`config.mk`:
```
export PLATFORM = sky130hd
export DESIGN_NAME = control_sequencer
export DESIGN_NICKNAME = d
export VERILOG_FILES = /design/src/rtl/control_sequencer.sv
export SDC_FILE = /design/constraint.sdc
export NUM_CORES = 1
export LEC_CHECK = 0
export BUFFER_PORTS_ARGS = -buffer_cell sky130_fd_sc_hd__buf_2
export CORE_MARGIN = 2
export CORE_UTILIZATION = 50
export DETAILED_ROUTE_END_ITERATION = 8
export GPL_TIMING_DRIVEN = 1
export PLACE_DENSITY = 0.76
export SLEW_MARGIN = 20
export SYNTH_ARGS = -nofsm -noshare
export SYNTH_HDL_FRONTEND = slang
export SYNTH_SLANG_ARGS = --single-unit
```
`constraint.sdc`:
```
create_clock -name clk -period 2.2 [get_ports clk]
set_input_delay 0.55 -clock clk [delete_from_list [all_inputs] [get_ports clk]]
set_output_delay 0.55 -clock clk [all_outputs]
set_load 0.1 [all_outputs]
```
`src/rtl/control_sequencer.sv`:
```
// control_sequencer
//   Multi-cycle control FSM for the RISC core. Every instruction walks
//   FETCH -> DECODE -> EXEC -> (MEM) -> (WB) and retires on the cycle the
//   FSM heads back to FETCH. HALT and ERROR are terminal until reset.
//
// Ports
//   clk, rst          rising-edge clock, asynchronous active-low reset
//   start             leave IDLE and begin fetching
//   opcode[7:0]       decoder opcode, [7:4] class, [3:0] function
//   imem_valid        instruction word valid (waited on in FETCH)
//   dmem_ready        data access complete (waited on in MEM)
//   alu_zero/sign/carry  ALU flags, captured in EXEC of ALU instructions
//   imem_req, ir_load            fetch request / instruction register load
//   alu_op, alu_src_imm          ALU function and B-operand select
//   dmem_req, dmem_we            data memory request / write enable
//   reg_write, wb_sel_mem        register write / writeback source (1=mem)
//   pc_write, pc_src             PC strobe, 0=PC+4 1=label 2=rsVal
//   halted, illegal, bus_error   sticky stop causes
//   state                        current FSM state (debug)
//   instr_count                  retired instruction count (wraps)
module control_sequencer #(
   parameter int TIMEOUT = 16,
   parameter int COUNT_W = 32
) (
   input  logic               clk,
   input  logic               rst,
   input  logic               start,
   input  logic [7:0]         opcode,
   input  logic               imem_valid,
   input  logic               dmem_ready,
   input  logic               alu_zero,
   input  logic               alu_sign,
   input  logic               alu_carry,
   output logic               imem_req,
   output logic               ir_load,
   output logic [3:0]         alu_op,
   output logic               alu_src_imm,
   output logic               dmem_req,
   output logic               dmem_we,
   output logic               reg_write,
   output logic               wb_sel_mem,
   output logic               pc_write,
   output logic [1:0]         pc_src,
   output logic               halted,
   output logic               illegal,
   output logic               bus_error,
   output logic [2:0]         state,
   output logic [COUNT_W-1:0] instr_count
);

   localparam int TW = $clog2(TIMEOUT + 1);

   typedef enum logic [2:0] {
      S_IDLE   = 3'd0,
      S_FETCH  = 3'd1,
      S_DECODE = 3'd2,
      S_EXEC   = 3'd3,
      S_MEM    = 3'd4,
      S_WB     = 3'd5,
      S_HALT   = 3'd6,
      S_ERROR  = 3'd7
   } state_t;

   state_t             state_q, state_d;
   logic [7:0]         op_q, op_d;
   logic [2:0]         flags_q, flags_d;      // {carry, sign, zero}
   logic [TW-1:0]      timer_q, timer_d;
   logic [COUNT_W-1:0] cnt_q, cnt_d;
   logic               halted_q, halted_d;
   logic               illegal_q, illegal_d;
   logic               bus_error_q, bus_error_d;
   logic               retire;

   function automatic logic is_legal(input logic [7:0] op);
      case (op[7:4])
         4'd0, 4'd1:             return op[3:0] <= 4'd11;
         4'd2, 4'd3, 4'd5, 4'd6: return op[3:0] == 4'd0;
         4'd4:                   return op[3:0] <= 4'd5;
         default:                return 1'b0;
      endcase
   endfunction

   // Branch conditions look at the flags latched by the last ALU instruction,
   // not the live ALU outputs.
   function automatic logic br_taken(input logic [3:0] fn, input logic [2:0] fl);
      case (fn)
         4'd0:    return 1'b1;
         4'd1:    return fl[0];
         4'd2:    return !fl[0];
         4'd3:    return fl[1];
         4'd4:    return !fl[1];
         4'd5:    return fl[2];
         default: return 1'b0;
      endcase
   endfunction

   always_comb begin
      state_d     = state_q;
      op_d        = op_q;
      flags_d     = flags_q;
      timer_d     = '0;          // timer only survives while still waiting
      cnt_d       = cnt_q;
      halted_d    = halted_q;
      illegal_d   = illegal_q;
      bus_error_d = bus_error_q;
      retire      = 1'b0;
      imem_req    = 1'b0;
      ir_load     = 1'b0;
      alu_op      = 4'd0;
      alu_src_imm = 1'b0;
      dmem_req    = 1'b0;
      dmem_we     = 1'b0;
      reg_write   = 1'b0;
      wb_sel_mem  = 1'b0;
      pc_write    = 1'b0;
      pc_src      = 2'd0;

      case (state_q)
         S_IDLE: begin
            if (start) state_d = S_FETCH;
         end
         S_FETCH: begin
            imem_req = 1'b1;
            if (imem_valid) begin
               ir_load = 1'b1;
               state_d = S_DECODE;
            end else if (timer_q == TW'(TIMEOUT - 1)) begin
               state_d     = S_ERROR;
               bus_error_d = 1'b1;
            end else begin
               timer_d = timer_q + TW'(1);
            end
         end
         S_DECODE: begin
            op_d = opcode;
            if (!is_legal(opcode)) begin
               state_d   = S_ERROR;
               illegal_d = 1'b1;
            end else if (opcode[7:4] == 4'd6) begin
               state_d  = S_HALT;
               halted_d = 1'b1;
            end else begin
               state_d = S_EXEC;
            end
         end
         S_EXEC: begin
            case (op_q[7:4])
               4'd0, 4'd1: begin
                  alu_op      = op_q[3:0];
                  alu_src_imm = op_q[4];
                  flags_d     = {alu_carry, alu_sign, alu_zero};
                  state_d     = S_WB;
               end
               4'd2, 4'd3: begin
                  // address = base + immediate
                  alu_src_imm = 1'b1;
                  state_d     = S_MEM;
               end
               4'd4: begin
                  pc_write = 1'b1;
                  pc_src   = br_taken(op_q[3:0], flags_q) ? 2'd1 : 2'd0;
                  retire   = 1'b1;
                  state_d  = S_FETCH;
               end
               4'd5: begin
                  pc_write = 1'b1;
                  pc_src   = 2'd2;
                  retire   = 1'b1;
                  state_d  = S_FETCH;
               end
               default: begin
                  // op_q was legality-checked in DECODE; this is unreachable
                  state_d   = S_ERROR;
                  illegal_d = 1'b1;
               end
            endcase
         end
         S_MEM: begin
            dmem_req = 1'b1;
            dmem_we  = (op_q[7:4] == 4'd3);
            if (dmem_ready) begin
               if (op_q[7:4] == 4'd3) begin
                  pc_write = 1'b1;
                  retire   = 1'b1;
                  state_d  = S_FETCH;
               end else begin
                  state_d = S_WB;
               end
            end else if (timer_q == TW'(TIMEOUT - 1)) begin
               state_d     = S_ERROR;
               bus_error_d = 1'b1;
            end else begin
               timer_d = timer_q + TW'(1);
            end
         end
         S_WB: begin
            reg_write  = 1'b1;
            wb_sel_mem = (op_q[7:4] == 4'd2);
            pc_write   = 1'b1;
            retire     = 1'b1;
            state_d    = S_FETCH;
         end
         default: ;  // HALT / ERROR hold until reset
      endcase

      if (retire) cnt_d = cnt_q + COUNT_W'(1);
   end

   always_ff @(posedge clk or negedge rst) begin
      if (!rst) begin
         state_q     <= S_IDLE;
         op_q        <= '0;
         flags_q     <= '0;
         timer_q     <= '0;
         cnt_q       <= '0;
         halted_q    <= 1'b0;
         illegal_q   <= 1'b0;
         bus_error_q <= 1'b0;
      end else begin
         state_q     <= state_d;
         op_q        <= op_d;
         flags_q     <= flags_d;
         timer_q     <= timer_d;
         cnt_q       <= cnt_d;
         halted_q    <= halted_d;
         illegal_q   <= illegal_d;
         bus_error_q <= bus_error_d;
      end
   end

   assign halted      = halted_q;
   assign illegal     = illegal_q;
   assign bus_error   = bus_error_q;
   assign state       = state_q;
   assign instr_count = cnt_q;

endmodule
```
Yosys cells after proc, flatten, opt, wreduce, memory -nomap -nowiden. Cells that the tools add are included.

Bits in writable memories: 0. Latch bits: 0. Register bits: 54. Memories kept: 0. Logic and storage cells: 103. ROM bits: 0.

Order comparisons: 2. Shift operators: 0. Add/sub/neg operators: 2. Divide/modulo/power cells: 0. Multiplexer cells: 43. Bitwise gates (word level): 0. Equality and inequality tests: 27. Multiply operators: 0. Reductions and logical operators: 21.

Operator list (count): 32-bit by 1-bit adder with 32-bit output, second input constant (1); 4-bit by 3-bit equality test with 1-bit output, second input constant (7); 4-bit by 2-bit equality test with 1-bit output, second input constant (6); 3-bit 2-to-1 mux (7); 1-bit 2-to-1 mux (20); 3-bit one-hot mux with 6 select lines (1); 4-bit zero test (4); 5-bit 2-to-1 mux (3); 4-bit by 1-bit equality test with 1-bit output, second input constant (3); 2-bit inequality test, second input constant (5); 5-bit one-hot mux with 2 select lines (1); 3-bit one-hot mux with 3 select lines (1); 3-bit AND reduction (3); 4-bit 2-to-1 mux (2); 2-bit OR reduction (4); 3-bit by 2-bit equality test with 1-bit output, second input constant (2); 3-bit equality test, second input constant (2); 1-bit one-hot mux with 2 select lines (3); 1-bit one-hot mux with 3 select lines (2); 1-bit one-hot mux with 6 select lines (1); 6-bit nonzero test (1); 6-bit OR reduction (1); 5-bit by 1-bit adder with 5-bit output, second input constant (1); 5-bit by 4-bit equality test with 1-bit output, second input constant (1); other kinds (10) (13).

Longest topological paths before layout. Gate-level depths: netlist of the first run.

Word-level depth: 7. Mapped depth: 7. Depth with buffers taken out: 6.

Least setup slack after synthesis of the first run. OpenSTA, ideal clock, no wires.

Kind: register to output. Start: register state_q[0], in the netlist state[0]. End: output port pc_src[0]. Path slack: -2702 ps. Buffers on the path: 0. Cell stages (with the launch flop): 4. Arrival time: 4352 ps. Data required time: 1650 ps. Cells stage by stage: dfrtp_1 > nand3b_1 > nand2b_1 > nor4_1.

Longest elaborated chain between the ends: 2.

RTL lines: from (decl) (RTL line 64) `state_t state_q, state_d;`; from (signal assigned) (RTL line 220) `state_q <= state_d;`; 3-bit by 2-bit equality test with 1-bit output (RTL line 118) `case (state_q)`; 2-bit 2-to-1 mux (RTL line 118); to (decl) (RTL line 43) `output logic [1:0] pc_src,`.

Every way passes these cells.

Worst setup path after layout of the first run.
Start: register state_q[2], in the netlist state[2]. End: output port pc_write.

Longest elaborated chain between the ends: 2.

RTL lines: 3-bit equality test / 3-bit by 2-bit equality test with 1-bit output (equally long branches) (RTL line 118); 1-bit one-hot mux with 3 select lines (*) (RTL line 118); to (decl) (RTL line 42) `output logic pc_write,`.

Every way passes the cells marked *; elsewhere a longest branch is shown, timed or not.

==> qor.yml, run 1 <==
die:
  die_w_um: 78.1
  dieArea_sq_um: 6100
  die_h_um: 78.1
  core_area_sq_um: 5200
  num_rows: 26
  start_util_pct: 52.8
  pin_count: 68
drt:
  drt-initial-drc-count: 135
  routed_wl_um: 6480
  met1_length_um: 2810
  dr_total_vias: 2300
  dr.pass1.iters: 4
  avgViaCountPerCell: 5.39
  met2_length_um: 3310
  routed.top_layer: "met4"
  drtAntennaViolNets: 0
  routed-wl-met3_um: 289
  drc: 0
  wire_per_inst_um: 15.2
finish:
  syn2layout_area_growth_pct: 41.1
  final_cell_mix: "53 x buf_2, 46 x dfrtp_1, 22 x xor2_1"
  final_common_cell: "buf_2"
  stdcell_count: 427
  nNetsFinal: 374
  antenna_cells: 0
  drive_gt1_share_pct: 44.0
  fillers: 356
synth:
  synthCells: 266
  synth_seq_cells: 54
  avgSynthCellArea_sq_um: 10.3
  ys_types: 49
  syn_area_sq_um: 2750
  synth_edf_count: 0
  synthArstFlopShare_pct: 100
  synthFlopType: "dfrtp_1"
  yosys_warnings: 0
  synth-seq-area-share_pct: 49.2
  synth_nets: 284
timing:
  finalSetupViolCount: 8
  skew_ns: 0.00581
  finalMaxSlewViolations: 0
  rsz0062_at_grt: "true"
  slew-limit-headroom_pct: 61.9
  finalSetupTns_ns: -0.959
  worst_pin_slew_ns: 0.571
  fmax_mhz: 419
  period_minus_slack_ns: 2.39
  hold_violations: 0
  layout_setup_ws_ns: -0.187
  fin_crit_sh_pct: 109
power:
  powerDensity_nw_per_um2: 431
  ir_drop_mv: 0.445
  leakagePower_nw: 1.90
global_route:
  grt_max_degree: 40
  track_usage_pct: 21.5
  grt-ovfl-total: 0
  grt_pass1_wl_um: 10400
  first_global_vias: 2196
  grt_antenna_before_repair: 0
worst_hold_path:
  hold_path_class: "primary input to asynchronous set/reset pin"
place:
  dp_cells: 414
  portBuffers: 67
  gp_congestion: 0.827
  pre_cts_ws_ns: 0.0669
  dpl.hpwl_um: 4700
clock_tree:
  clockBufferDepth: 2
  clk-insertion-delay-late_ns: 0.31
  cts_buffers: 5
  cts_tree: "yes"
  root_buffer: "clkbuf_8"
  cts.htree.levels: 2
  clk_pin_slew_worst_paths_ns: 0.09
  cts.sinks: 54
run_status:
  status: "finished with violations"
  violations: "setup timing"
setup_path:
  cp.required_ns: 1.65
  crit_fanout: 3
  crit_type: "flop to output pin"
  critPathCaptureType: "output pin"
  cp-start-kind: "flop"
  cp.arrival_ns: 1.84
run:
  cap_violations: 0
[kinds of logic (layout without fill, tap and decap cells)]
kind of cell | after synthesis | count (layout) | synth area share, %
buffers and inverters | 21 | 112 | 3.46
AO/OA/AOI/OAI | 32 | 32 | 8.93
multiplexers | 9 | 9 | 3.69
AND/OR/NAND/NOR | 115 | 115 | 23.3
flip-flops | 54 | 54 | 49.2
XOR/XNOR | 33 | 33 | 10.5
adder cells (fa/ha/maj) | 2 | 2 | 0.911
[what timing repair did]
action                     4_1_cts  5_1_grt
pin swaps                        1       10
setup buffers                    5        3
setup endpoints to repair        9       26
gates resized for setup          7       21
hold buffers                     0        0
[report_power, final]
| part | switching (mW) | internal (mW) |
|---|---|---|
| logic | 0.0588 | 0.0284 |
| registers | 0.00888 | 0.997 |
| clock network | 0.322 | 0.255 |
| total | 0.390 | 1.28 |
[Yosys cell counts, types with 5 or more instances]
master / n / share of area, %
nor3_1: 18 / 3.3
inv_1: 13 / 1.8
nor3_2: 5 / 1.8
o21ai_0: 7 / 1.3
a21oi_1: 6 / 1.1
xor2_1: 22 / 7.0
mux2_2: 9 / 3.7
dfrtp_1: 54 / 49
nor4_1: 7 / 1.6
nand3_1: 13 / 2.4
nand2b_1: 6 / 1.4
xnor2_1: 11 / 3.5
nor2_1: 20 / 2.7
and2_1: 6 / 1.4
nand2_1: 15 / 2.0
nand4_1: 6 / 1.4
[stage by stage]
stage / utilization (%) / cell area, sq um / total power, mW / hold slack, ns
final: 74.5 / 3880 / 1.67 / 0.143
after global routing: 74.5 / 3880 / 1.74 / 0.156
after CTS: 72.0 / 3750 / 1.68 / 0.151
after detailed placement: 69.2 / 3600 / 1.11 / 0.443
after global placement: 69.2 / 3600 / 1.11 / 0.441
after floorplan: - / 2860 / 1.06 / 0.254
[path summary, 6_finish.rpt]
check,startpoint,end,slack [ns],depth (start not counted)
max,state[2],pc_write,-0.19,5
min,rst,instr_count[1],0.14,1
max reg2reg,state[2],instr_count[13],0.13,8
min reg2reg,bus_error,bus_error,0.46,1
max in group asynchronous,rst,state[1],1.50,2
min in group clk,bus_error,bus_error,0.46,1
[flip-flops by register name (all words and copies together), names as in the netlist]
name and flops:
bus_error 1, illegal 1, flags_q 3, instr_count 32, op_q 8, timer_q 5
halted 1, state 3
[routing by layer]
metal / vias to the layer above / GRT usage, %
li1: 1114 / -
met1: 1125 / 27.9
met2: 54 / 37.1
met3: 7 / 4.14
met4: 0 / 5.79
met5: - / 0
[worst max-delay path, stage by stage, from the launching register on]
cell and delay (ns):
dfrtp_4 0.49, nand3b_1 0.18, buf_4 0.15, o41ai_4 0.35
or2_4 0.19, buf_12 0.16
[layout make-up]
type                       count  area [sq um]  area share (%)
multi-input combinational    191          1520            39.3
sequential                    54          1370            35.3
timing repair buffer          91           753            19.4
tap                           70          87.6            2.26
clock buffer                   7          86.3            2.23
inverter                      13          52.6            1.36
clock inverter                 1          5.00           0.129
No activity file was read; power rests on OpenSTA's default activity.
==> run 2: changes to the inputs <==
- CORE_MARGIN: 2 -> default
==> run 2 against run 1 <==
The flow still finishes with violations (setup timing). Worst setup slack gained 0.016 ns. Critical path type unchanged. Flip-flop and latch count is the same. Critical path depth is 1 lower. Sequential power hardly changed. Register-to-register slack worse by 0.03 ns. Combinational power increased by 6.9%. Die area down 5.1%. Hold slack gained 0.10 ns.
==> qor.yml, run 2 (synthesis results as in run 1) <==
run_status:
  status: "finished with violations"  # unchanged
  violations: "setup timing"  # unchanged
global_route:
  first_global_vias: 2279  # was 2196
  track_usage_pct: 23.6  # was 21.5%
  grt_antenna_before_repair: 0  # unchanged
  top_usage_layer: "met2"  # unchanged
  grt_use_met1_pct: 29.5  # was 27.9%
  met2_usage_pct: 41.0  # was 37.1%
  grt_pass1_wl_um: 11000  # was 10400 um
  grt_max_degree: 27  # was 40
  grt-ovfl-total: 0  # unchanged
  use_met3_pct: 4.91  # was 4.14%
timing:
  hold_violations: 0  # unchanged
  fmax_mhz: 422  # was 419 MHz
  holdWs_ns: 0.246  # was 0.143 ns
  finalSetupTns_ns: -0.969  # was -0.959 ns
  finalSetupViolCount: 8  # unchanged
  fin_crit_sh_pct: 108  # was 109%
  finalMaxSlewViolations: 0  # unchanged
  skew_ns: 0.00967  # was 0.00581 ns
  slew-limit-headroom_pct: 59.0  # was 61.9%
  period_minus_slack_ns: 2.37  # was 2.39 ns
  layout_setup_ws_ns: -0.172  # was -0.187 ns
  worst_pin_slew_ns: 0.615  # was 0.571 ns
  rsz0062_at_grt: "true"  # unchanged
power:
  fin_total_pwr_mw: 1.75  # was 1.67 mW
  ir_drop_mv: 0.344  # was 0.445 mV
  p_clk_share_pct: 37.4  # was 34.5%
  p_seq_share_pct: 57.3  # was 60.2%
  p_sw_mw: 0.385  # was 0.390 mW
  leakagePower_nw: 1.87  # was 1.90 nW
  swShare_pct: 21.9  # was 23.3%
  power.internal_mw: 1.37  # was 1.28 mW
  powerDensity_nw_per_um2: 465  # was 431 nW/um^2
  p_comb_share_pct: 5.3  # was 5.2%
drt:
  drc: 0  # unchanged
  routed_wl_um: 6300  # was 6480 um
  dr_total_vias: 2336  # was 2300
  avgViaCountPerCell: 5.50  # was 5.39
  wire_per_inst_um: 14.8  # was 15.2 um
  drt-initial-drc-count: 122  # was 135
  drtAntennaViolNets: 0  # unchanged
  dr.pass1.iters: 4  # unchanged
clock_tree:
  clockBufferDepth: 2  # unchanged
  root_buffer: "clkbuf_8"  # unchanged
  cts.htree.levels: 2  # unchanged
  cts_tree: "yes"  # unchanged
  cts_hold_buffers: 0  # unchanged
  cts.sinks: 54  # unchanged
  clk-insertion-delay-late_ns: 0.30  # was 0.31 ns
  clk_pin_slew_worst_paths_ns: 0.10  # was 0.09 ns
  cts_buffers: 5  # unchanged
finish:
  nNetsFinal: 372  # was 374
  final_common_cell: "buf_2"  # unchanged
  final_cell_mix: "53 x buf_2, 45 x dfrtp_1, 22 x xor2_1"  # was 53 x buf_2, 46 x dfrtp_1, 22 x xor2_1
  largest_reg_flops: 32  # unchanged
  final_util_pct: 72.4  # was 74.5%
  drive_gt1_share_pct: 41.4  # was 44.0%
  final_area_sq_um: 3770  # was 3880 sq um
  antenna_cells: 0  # unchanged
  seq_area_sq_um: 1370  # about the same
  syn2layout_area_growth_pct: 37.2  # was 41.1%
  fillers: 392  # was 356
  multi_input_area_sq_um: 1440  # was 1520 sq um
die:
  num_rows: 26  # unchanged
  dieArea_sq_um: 5800  # was 6100 sq um
  pin_count: 68  # unchanged
  core_area_sq_um: 5200  # unchanged
  start_util_pct: 52.8  # unchanged
  die_h_um: 76.1  # was 78.1 um
  die_w_um: 76.1  # was 78.1 um
place:
  portBuffers: 67  # unchanged
  dpl.hpwl_um: 4560  # was 4700 um
  post_dp_cell_area_sq_um: 3550  # was 3600 sq um
  gp_congestion: 0.845  # was 0.827
setup_path:
  worstPathCellList: "nand3b_1 -> nand2b_4 -> nor4_4 -> buf_12"  # was nand3b_1 -> buf_4 -> o41ai_4 -> or2_4 -> buf_12
  cp-start-kind: "flop"  # unchanged
  critPathCaptureType: "output pin"  # unchanged
  r2r_slack_ns: 0.10  # was 0.13 ns
  crit_type: "flop to output pin"  # unchanged
  crit_family: "simple AND/OR/NAND/NOR gates"  # was flip-flops
  cp.required_ns: 1.65  # about the same
  cp_slowest_cell: "dfrtp_4"  # unchanged
  crit_fanout: 4  # was 3
  cp.arrival_ns: 1.82  # was 1.84 ns
  crit_buf_inv: 1  # was 2
  cp_slowest_stage_delay_ns: 0.48  # was 0.49 ns
worst_hold_path:
  hold_path_class: "primary input to asynchronous set/reset pin"  # unchanged
run:
  cap_violations: 0  # unchanged
## run 2: cell count changes in the layout (fill, tap and decap cells not counted), moves of 2 or more
cell	delta
nor4_1	+3
nor3_1	+3
buf_6	-3
nor3_4	-2
nor4_2	-2
nor2_2	-2
buf_4	+2
## run 2: timing repair
item                                    4_1_cts  5_1_grt
pin swaps                                     3        4
gates resized for setup                       7        8
endpoints found under the setup margin        9       18
buffers inserted                              4        5
## run 2: worst reg2reg max path, delay by kind of cell, from the launching register on
kind	cells	cell delay, ns
buffers and inverters	3	0.60
AOI/OAI and AO/OA	2	0.54
DFF	1	0.48
and+or+nand+nor	2	0.24
xor gates and xnor gates	1	0.14
## run 2: cell type report
| cell class | instances | area share (%) |
|---|---|---|
| Inverter | 13 | 1.39 |
| Timing Repair Buffer | 89 | 19.0 |
| Sequential cell | 54 | 36.4 |
| Tap cell | 70 | 2.32 |
| Multi-Input combinational cell | 191 | 38.1 |
| Clock inverter | 1 | 0.797 |
| Clock buffer | 7 | 2.03 |
## run 2: metrics by stage
| step | instances | setup WS (ns) |
|---|---|---|
| after floorplan | 266 | -0.652 |
| after global placement | 408 | 0.0871 |
| after detailed placement | 408 | -0.0161 |
| after CTS | 420 | -0.203 |
| after global routing | 425 | -0.240 |
| final | 425 | -0.172 |
## run 2: power by group through the flow
stage	clock network (mW)	registers, mW	logic [mW]
final	0.655	1.00	0.0932
after global routing	0.703	1.01	0.103
after CTS	0.667	1.01	0.0882
after detailed placement	0	1.03	0.0879
after global placement	0	1.02	0.0856
after floorplan	0	1.04	0.0269
## run 2: routing by layer
metal  vias up  share of wire (%)
met2        62                 52
li1       1109                  -
met4         0               0.91
met3         7                4.6
met5         -                  0
met1      1158                 43
## run 2: worst paths after layout
check,start,to,cells past startpoint
max in group asynchronous,rst,instr_count[7],2
min in group clk,instr_count[31],instr_count[31],1
worst min-delay path,rst,flags_q[0],1
worst min register to register,instr_count[31],instr_count[31],1
worst max register to register,state[2],instr_count[21],8
worst max-delay path,state[2],pc_src[0],4
==> run 3: changes to the inputs <==
- CTS_BUF_LIST: default -> sky130_fd_sc_hd__clkbuf_8 sky130_fd_sc_hd__clkbuf_16
- GPL_ROUTABILITY_DRIVEN: default -> 0
- PLACE_DENSITY: 0.76 -> 0.79
==> run 3 against run 2 <==
The flow still finishes with violations (setup timing). Utilization grew 0.36 points. Clock power is essentially flat. Combinational power grew 2%. Clock skew shrank 0.00067 ns. Sequential share of layout area shrank 0.15 points. Non-clock buffer count shrank 1. Total power is essentially flat. Die area is the same. Count of clock-buffer cells in the layout shrank 2. Worst setup slack gained 0.015 ns. Via count grew 0.30%. Flip-flop and latch count is the same. Critical path type unchanged.
==> qor.yml, run 3 (synthesis results as in run 1) <==
run_status:
  status: "finished with violations"  # unchanged
  violations: "setup timing"  # unchanged
global_route:
  grt-ovfl-total: 0  # unchanged
  first_global_vias: 2349  # was 2279
  grt_antenna_before_repair: 0  # unchanged
  grt_max_degree: 16  # was 27
  track_usage_pct: 24.0  # was 23.6%
  grt_pass1_wl_um: 11100  # was 11000 um
drt:
  drc: 0  # unchanged
  drtAntennaViolNets: 0  # unchanged
  dr_total_vias: 2343  # was 2336
  wire_per_inst_um: 15.2  # was 14.8 um
  dr.pass1.iters: 4  # unchanged
  routed_wl_um: 6440  # was 6300 um
  avgViaCountPerCell: 5.53  # was 5.50
  drt-initial-drc-count: 191  # was 122
timing:
  slew-limit-headroom_pct: 67.2  # was 59.0%
  period_minus_slack_ns: 2.36  # was 2.37 ns
  fmax_mhz: 424  # was 422 MHz
  layout_setup_ws_ns: -0.157  # was -0.172 ns
  holdWs_ns: 0.112  # was 0.246 ns
  worst_pin_slew_ns: 0.495  # was 0.615 ns
  hold_violations: 0  # unchanged
  rsz0062_at_grt: "true"  # unchanged
  finalSetupViolCount: 8  # unchanged
  skew_ns: 0.00900  # was 0.00967 ns
  fin_crit_sh_pct: 107  # was 108%
  finalMaxSlewViolations: 0  # unchanged
clock_tree:
  cts.htree.levels: 2  # unchanged
  clk-insertion-delay-late_ns: 0.31  # was 0.30 ns
  cts_buffers: 5  # unchanged
  cts_tree: "yes"  # unchanged
  cts_hold_buffers: 0  # unchanged
  clk_pin_slew_worst_paths_ns: 0.10  # about the same
  cts.sinks: 54  # unchanged
  clockBufferDepth: 2  # unchanged
  root_buffer: "clkbuf_8"  # unchanged
place:
  post_dp_cell_area_sq_um: 3560  # was 3550 sq um
  pre_cts_ws_ns: 0.0144  # was -0.0161 ns
  dpl.hpwl_um: 4870  # was 4560 um
  portBuffers: 67  # unchanged
  dp_cells: 410  # was 408
power:
  ir_drop_mv: 0.325  # was 0.344 mV
  swShare_pct: 22.5  # was 21.9%
  p_sw_mw: 0.394  # was 0.385 mW
  leakagePower_nw: 1.87  # about the same
  powerDensity_nw_per_um2: 463  # was 465 nW/um^2
  power.internal_mw: 1.36  # was 1.37 mW
  p_clk_share_pct: 37.4  # about the same
  p_comb_share_pct: 5.4  # was 5.3%
  p_seq_share_pct: 57.2  # was 57.3%
finish:
  fillers: 369  # was 392
  largest_reg_flops: 32  # unchanged
  drive_gt1_share_pct: 41.8  # was 41.4%
  antenna_cells: 0  # unchanged
  stdcell_count: 424  # was 425
  nNetsFinal: 371  # was 372
  final_cell_mix: "53 x buf_2, 44 x dfrtp_1, 22 x xor2_1"  # was 53 x buf_2, 45 x dfrtp_1, 22 x xor2_1
  final_area_sq_um: 3790  # was 3770 sq um
  final_common_cell: "buf_2"  # unchanged
  syn2layout_area_growth_pct: 37.8  # was 37.2%
setup_path:
  critPathCaptureType: "output pin"  # unchanged
  crit_type: "flop to output pin"  # unchanged
  cp_slowest_cell: "dfrtp_4"  # unchanged
  worstPathCellList: "nand3b_1 -> o41ai_4 -> or2_4 -> buf_12"  # was nand3b_1 -> nand2b_4 -> nor4_4 -> buf_12
  cp.arrival_ns: 1.81  # was 1.82 ns
  crit_family: "simple AND/OR/NAND/NOR gates"  # unchanged
  cp-start-kind: "flop"  # unchanged
  cp.required_ns: 1.65  # about the same
  crit_fanout: 4  # unchanged
  cp_slowest_stage_delay_ns: 0.47  # was 0.48 ns
  r2r_slack_ns: 0.14  # was 0.10 ns
  crit_buf_inv: 1  # unchanged
run:
  cap_violations: 0  # unchanged
die:
  core_area_sq_um: 5200  # unchanged
  num_rows: 26  # unchanged
  start_util_pct: 52.8  # unchanged
  dieArea_sq_um: 5800  # unchanged
  die_w_um: 76.1  # unchanged
  pin_count: 68  # unchanged
  die_h_um: 76.1  # unchanged
worst_hold_path:
  hold_path_class: "primary input to asynchronous set/reset pin"  # unchanged
-- run 3: timing repair --
item | in CTS | in global routing
gates resized for setup | 12 | 7
hold endpoints to repair | 0 | 0
pin swaps | 3 | 3
setup buffers | 4 | 2
endpoints found under the setup margin | 11 | 14
-- run 3: final cells by class --
type,count,area (sq um),share of cell area (%)
Multi-Input combinational cell,191,1460,38.6
Timing Repair Buffer,88,707,18.7
Inverter,13,52.6,1.39
Clock buffer,5,68.8,1.82
Tap cell,70,87.6,2.31
Sequential cell,54,1370,36.2
Clock inverter,3,37.5,0.991
-- run 3: power by group through the flow --
stage          sequential [mW]  combinational [mW]  clock (mW)
2_1_floorplan             1.04              0.0269           0
3_3_place_gp              1.02              0.0928           0
3_5_place_dp              1.02              0.0949           0
4_1_cts                   1.00              0.0957       0.669
5_1_grt                   1.00               0.104       0.710
6_report                  1.00              0.0948       0.656
-- run 3: layer usage --
layer / global-route usage, % / part of all wire (%) / up-vias
met4: 8.08 / 1.7 / 0
met2: 42.0 / 51 / 57
met3: 4.91 / 3.9 / 11
li1: - / - / 1112
met1: 29.6 / 43 / 1163
met5: 0 / 0 / -
-- run 3: path summary, 6_finish.rpt --
path                                  from  depth (start not counted)              end
min in group clk           instr_count[31]                          1  instr_count[31]
setup reg to reg                  state[2]                          6  instr_count[26]
hold reg to reg            instr_count[31]                          1  instr_count[31]
max in group asynchronous              rst                          3  instr_count[25]
hold / removal                         rst                          1  instr_count[11]
setup / recovery                  state[2]                          4         pc_write
-- run 3: per-stage QoR --
step	TNS [ns]	util, %	power, mW
finish	-0.941	72.8	1.75
global route	-1.54	72.8	1.82
CTS	-1.03	71.6	1.77
detailed placement	0	68.4	1.12
global placement	0	68.4	1.11
floorplan	-5.59	-	1.06
